**src/rtl/mux_sweep_timer.sv**
```systemverilog
// Settle counter for the mux sweep checker. Counts clocks while a vector
// is held on the mux inputs and flags the clock on which OUT is sampled.
//   clk    : rising-edge clock
//   rst_n  : asynchronous active-low reset
//   clear  : synchronous clear of the count (wins over enable)
//   enable : count this clock
//   tc     : terminal count, high while the count equals SETTLE_CYCLES-1
module mux_sweep_timer #(
    parameter int SETTLE_CYCLES = 4
) (
    input  logic clk,
    input  logic rst_n,
    input  logic clear,
    input  logic enable,
    output logic tc
);

    if (SETTLE_CYCLES < 1 || SETTLE_CYCLES > 255) begin : g_bad_settle
        $error("mux_sweep_timer: SETTLE_CYCLES must be in 1..255");
    end

    localparam logic [7:0] LAST = 8'(SETTLE_CYCLES - 1);

    logic [7:0] cnt;

    assign tc = (cnt == LAST);

    // The count wraps to zero on the terminal clock so that every vector
    // is held for exactly SETTLE_CYCLES clocks without an extra gap.
    always_ff @(posedge clk or negedge rst_n) begin
        if (!rst_n) begin
            cnt <= '0;
        end else if (clear) begin
            cnt <= '0;
        end else if (enable) begin
            cnt <= tc ? 8'd0 : cnt + 8'd1;
        end
    end

endmodule

```
**config.mk**
```make
export PLATFORM = sky130hd
export DESIGN_NAME = mux_sweep_timer
export DESIGN_NICKNAME = d
export VERILOG_FILES = /design/src/rtl/mux_sweep_timer.sv
export SDC_FILE = /design/constraint.sdc
export NUM_CORES = 1
export LEC_CHECK = 0
export ABC_AREA = 0
export CAP_MARGIN = 10
export CELL_PAD_IN_SITES_DETAIL_PLACEMENT = 1
export CELL_PAD_IN_SITES_GLOBAL_PLACEMENT = 1
export CORE_AREA = 2 2 39 41
export CTS_BUF_LIST = sky130_fd_sc_hd__clkbuf_16
export CTS_CLUSTER_DIAMETER = 40
export DETAILED_ROUTE_END_ITERATION = 10
export DIE_AREA = 0 0 41 43
export PLACE_DENSITY_LB_ADDON = 0.25
export SYNTH_ARGS = -nofsm -noshare
export SYNTH_HDL_FRONTEND = slang
export SYNTH_SLANG_ARGS = --single-unit
```
**constraint.sdc**
```tcl
create_clock -name clk -period 3.1 [get_ports clk]
set_input_delay 0.62 -clock clk [delete_from_list [all_inputs] [get_ports clk]]
set_output_delay 0.62 -clock clk [all_outputs]
set_load 0.01 [all_outputs]
```
**After elaboration in Yosys (flattened, before gate mapping)**

Cells that the tools add are included.

- Reduce and logical (&&, ||, !) cells: 1
- Eq/ne operators: 1
- Add/subtract/negate cells: 1
- Mux-type cells: 3

Operators by type and width:

| kind | number |
|---|---|
| 2-to-1 mux 8 bit | 3 |
| adder 8 x 1 -> 8 bit (second input constant) | 1 |
| == test 8 x 2 -> 1 bit (second input constant) | 1 |
| nonzero test 2 bit | 1 |

- Bits in registers: 8
- Output and inout bits: 1
- Word-level logic and storage cells: 7
- Input bits: 4

**Depth between registers and ports, before layout**

- Depth after elaboration: 4
- Gate-level depth with buffers: 4
- Mapped depth without buffers: 4

**Worst setup path before layout**

OpenSTA, ideal clock, no wires.

- Path kind: register to output
- Start: reg cnt[0]
- End: out tc
- Stages on the path, launching flop included: 4
- Path buffers: 0
- Slack: 1.202 ns
- Arrival time: 1.278 ns
- Required time: 2.480 ns
- Cells stage by stage: dfrtp_1 -> ha_1 -> or4b_4 -> nor2_1

- Cells in the longest elaborated chain, start to end: 1

RTL lines:

| item | RTL line | RTL |
|---|---|---|
| start: declaration | 24 | `logic [7:0] cnt;` |
| start signal: assignment | 36 | `cnt <= tc ? 8'd0 : cnt + 8'd1;` |
| == test 8 x 2 -> 1 bit | 26 | `assign tc = (cnt == LAST);` |
| end: declaration | 15 | `output logic tc` |

No other way between the ends.

**Worst setup path in the final report**

Ends and elaborated chain as after synthesis.

==> summary.md <==
| Metric | Value |
|---|---|
| Number of global-route vias before repair | 403 |
| Tot GR Track Use | 16.3% |
| Endpoint class of the critical path | output port |
| Port buffer count | 4 |
| Clk_lat worst skew | around 0.24 ns |
| Post-Syn Instances | 47 |
| Maxcap violations | 0 |
| Final wirelength | 1080 µm |
| Max Root-Sink Buffers | 2 |
| Post-synthesis register bit count | 8 |
| NetSw | 0.0671 mW |
| Worst Clk Skew | 0.00400 ns |
| Setup WS pre-CTS | 0.692 ns |
| Number of diodes | 0 |
| LEAKAGE | 0.240 nW |
| Post-CTS resize count | 0 |
| Remaining antenna violation count | 0 |
| Hold path depth | 2 |
| Worst R2R End | cnt[4]$_DFFE_PN0P_ |
| Largest net degree at the start of global routing | 9 |
| Initial antenna violation count | 0 |
| Final Util | 42.0% |
| Syn_area_per_cell | 9.61 µm² |
| Die Wd | slightly above 40 µm |
| Top Registers | cnt (8) |
| CTS Buf Count | 3 |
| Int Power | around 0.28 mW |
| Switching share of power | 19.2% |
| Status | finished clean |
| Rows | 14 |
| Compound-Gate Fraction of Synth Area | between 20% and 30% |
| Overall power | between 0.3 and 0.4 mW |
| Grt total ovfl | 0 |
| DR WL/cell | 15.6 µm |
| Comb pwr share | 5.6% |
| Critical Path RT | 2.48 ns |
| Area grow syn2layout | 28.8% |
| Hold_buf cts | 0 |
| Area share of fa/ha/maj cells after synthesis | 2.77% |
| HPWL after detailed placement | roughly 710 µm |
| Dpl cell area | roughly 510 µm² |
| Hold Path Class | flop to flop |
| CTS tree | yes |
| Share of layout cells above drive strength 1 | about 11% |
| Seq pwr share | 31.3% |
| RSZ-0062 raised after global routing | no |
| CTS clk-pin slew, worst paths | 0.04 ns |
| Hold_ws | 0.546 ns |
| Post-synthesis mux area share | 0% |
| Placer Congestion | 0.733 |
| Sequential area share after synthesis | 44.3% |
| Final min period | 2.67 ns |
| Hold Crit Endpoint | cnt[1]$_DFFE_PN0P_ |
| Final Hold Fails | 0 |
| TNS Setup | 0 ns |
| Total core area | ~1400 µm² |
| Slew Limit Fails | 0 |
| I/O pin count | 5 |
| DRC | 0 |
| Die Span Y | between 40 and 50 µm |
| Worst hold start | cnt[1]$_DFFE_PN0P_ |
| Die ar. | 1760 µm² |
| Biggest register | cnt |
| Startpoint Class | flop |
| Worst setup margin | 0.434 ns |
| Drt first pass iters | 1 |
| Crit-path max FO | 5 |
| Post-DR vias/cell | 5.46 |
| Total number of yosys warnings | 0 |
| Fin area | 582 µm² |
| First-pass GRT wire length | 1860 µm |
| Setup-failing EPs final | 0 |
| Worst R2R Setup Slack | 1.42 ns |
| Arrival @ worst endpoint | 2.05 ns |
| VDD IR-drop max | 0.263 mV |
| Simple-gate share of the synthesized area | between 20% and 30% |
| Placed Cells | 66 |
| Max reg flops | 8 |
| Via count | about 380 |
| Net count, final | 60 |
| Main combinational cell family by area after synthesis | compound AO/OA/AOI/OAI gates |
| Fmax | 375 MHz |
| Yosys cell types | 19 |
| Clock power share | 63.1% |
| Final worst-path cycle share | 86.0% |
| Root Driver | clkbuf_16 |
| DRT iter0 DRCs | 0 |
| Sink Count | 8 |
| Synth Area in XOR/XNOR | 3.88% |
| Reg2Reg Depth | 4 |
| Max_slew headroom | roughly two thirds |
| Syn_nets | 52 |
| Synthesized cell area | 452 µm² |
| RR Startpoint | cnt[0]$_DFFE_PN0P_ |
| Pwr dens | approximately 600 nW/µm² |
| Starting density of the core | between 30% and 40% |
| Final non-filler cell total | around 70 |
| CP Class | flop to output port |
| Worst slew pin tran | 0.478 ns |
| H-tree levels | 1 |
| Postcts setup bufs | 0 |
cell usage after synthesis:
| library cell | count | area, µm² |
|---|---|---|
| and3b_2 | 1 | 10.0 |
| o22ai_1 | 1 | 6.26 |
| or3_1 | 4 | 25.0 |
| o211ai_1 | 2 | 15.0 |
| ha_1 | 1 | 12.5 |
| nor2_1 | 3 | 11.3 |
| o31ai_4 | 1 | 21.3 |
| o2111ai_1 | 2 | 17.5 |
| inv_1 | 2 | 7.51 |
| buf_2 | 1 | 5.00 |
| nand2_1 | 4 | 15.0 |
| a21oi_1 | 6 | 30.0 |
| nand4_1 | 1 | 6.26 |
| o21ai_0 | 4 | 20.0 |
| nor2b_1 | 2 | 12.5 |
| xor2_1 | 2 | 17.5 |
| or4b_4 | 1 | 13.8 |
| nand3_1 | 1 | 5.00 |
| dfrtp_1 | 8 | 200 |
worst max path at each step:
stage,start,to,slack [ns],depth (start not counted)
CTS,cnt[0]$_DFFE_PN0P_,tc,0.43,4
floorplan,cnt[0]$_DFFE_PN0P_,tc,1.20,3
finish,cnt[0]$_DFFE_PN0P_,tc,0.43,4
global placement,cnt[0]$_DFFE_PN0P_,tc,0.71,4
global route,cnt[0]$_DFFE_PN0P_,tc,0.33,4
detailed placement,cnt[0]$_DFFE_PN0P_,tc,0.69,4
metal layers:
metal | routed length (µm) | global-route usage, % | vias up
li1 | - | - | 187
met4 | 24 | 8.00 | 0
met3 | 39 | 6.28 | 2
met2 | 488 | 20.9 | 7
met5 | 0 | 0 | -
met1 | 525 | 23.1 | 181
cells by family after synthesis:
kind of cell	count (synthesis)
AND/OR/NAND/NOR	17
AO/OA/AOI/OAI	16
flip-flops	8
buffers and inverters	3
XOR/XNOR	2
adder cells (fa/ha/maj)	1
power groups by stage:
stage	registers [mW]	clock network, mW	logic (mW)
global placement	0.111	0	0.0200
finish	0.109	0.220	0.0194
floorplan	0.110	0	0.0105
global route	0.110	0.232	0.0223
detailed placement	0.111	0	0.0199
CTS	0.109	0.223	0.0201
critical path, cell delays in order, from the launching register on:
cell	delay (ns)
dfrtp_1	0.38
ha_1	0.24
or4b_4	0.53
nor2_1	0.12
clkdlybuf4s50_1	0.54
cell usage in the layout, fill, tap and decap left out, drive strengths merged:
master         n
dfrtp          8
a21oi          6
o22ai          1
nand3          1
o211ai         2
inv            2
ha             1
xor2           2
clkbuf         3
o31ai          1
nor2           3
or3            4
o2111ai        2
and3b          1
nand4          1
clkdlybuf4s50  4
or4b           1
o21ai          4
nand2          4
nor2b          2
area by class of cell:
class,instances,area [µm²]
Timing Repair Buffer,4,40.0
Tap cell,16,20.0
Fill cell,159,802
Sequential cell,8,200
Inverter,2,7.51
Clock buffer,3,75.1
Multi-Input combinational cell,36,239
No activity file was read; power rests on OpenSTA's default activity.
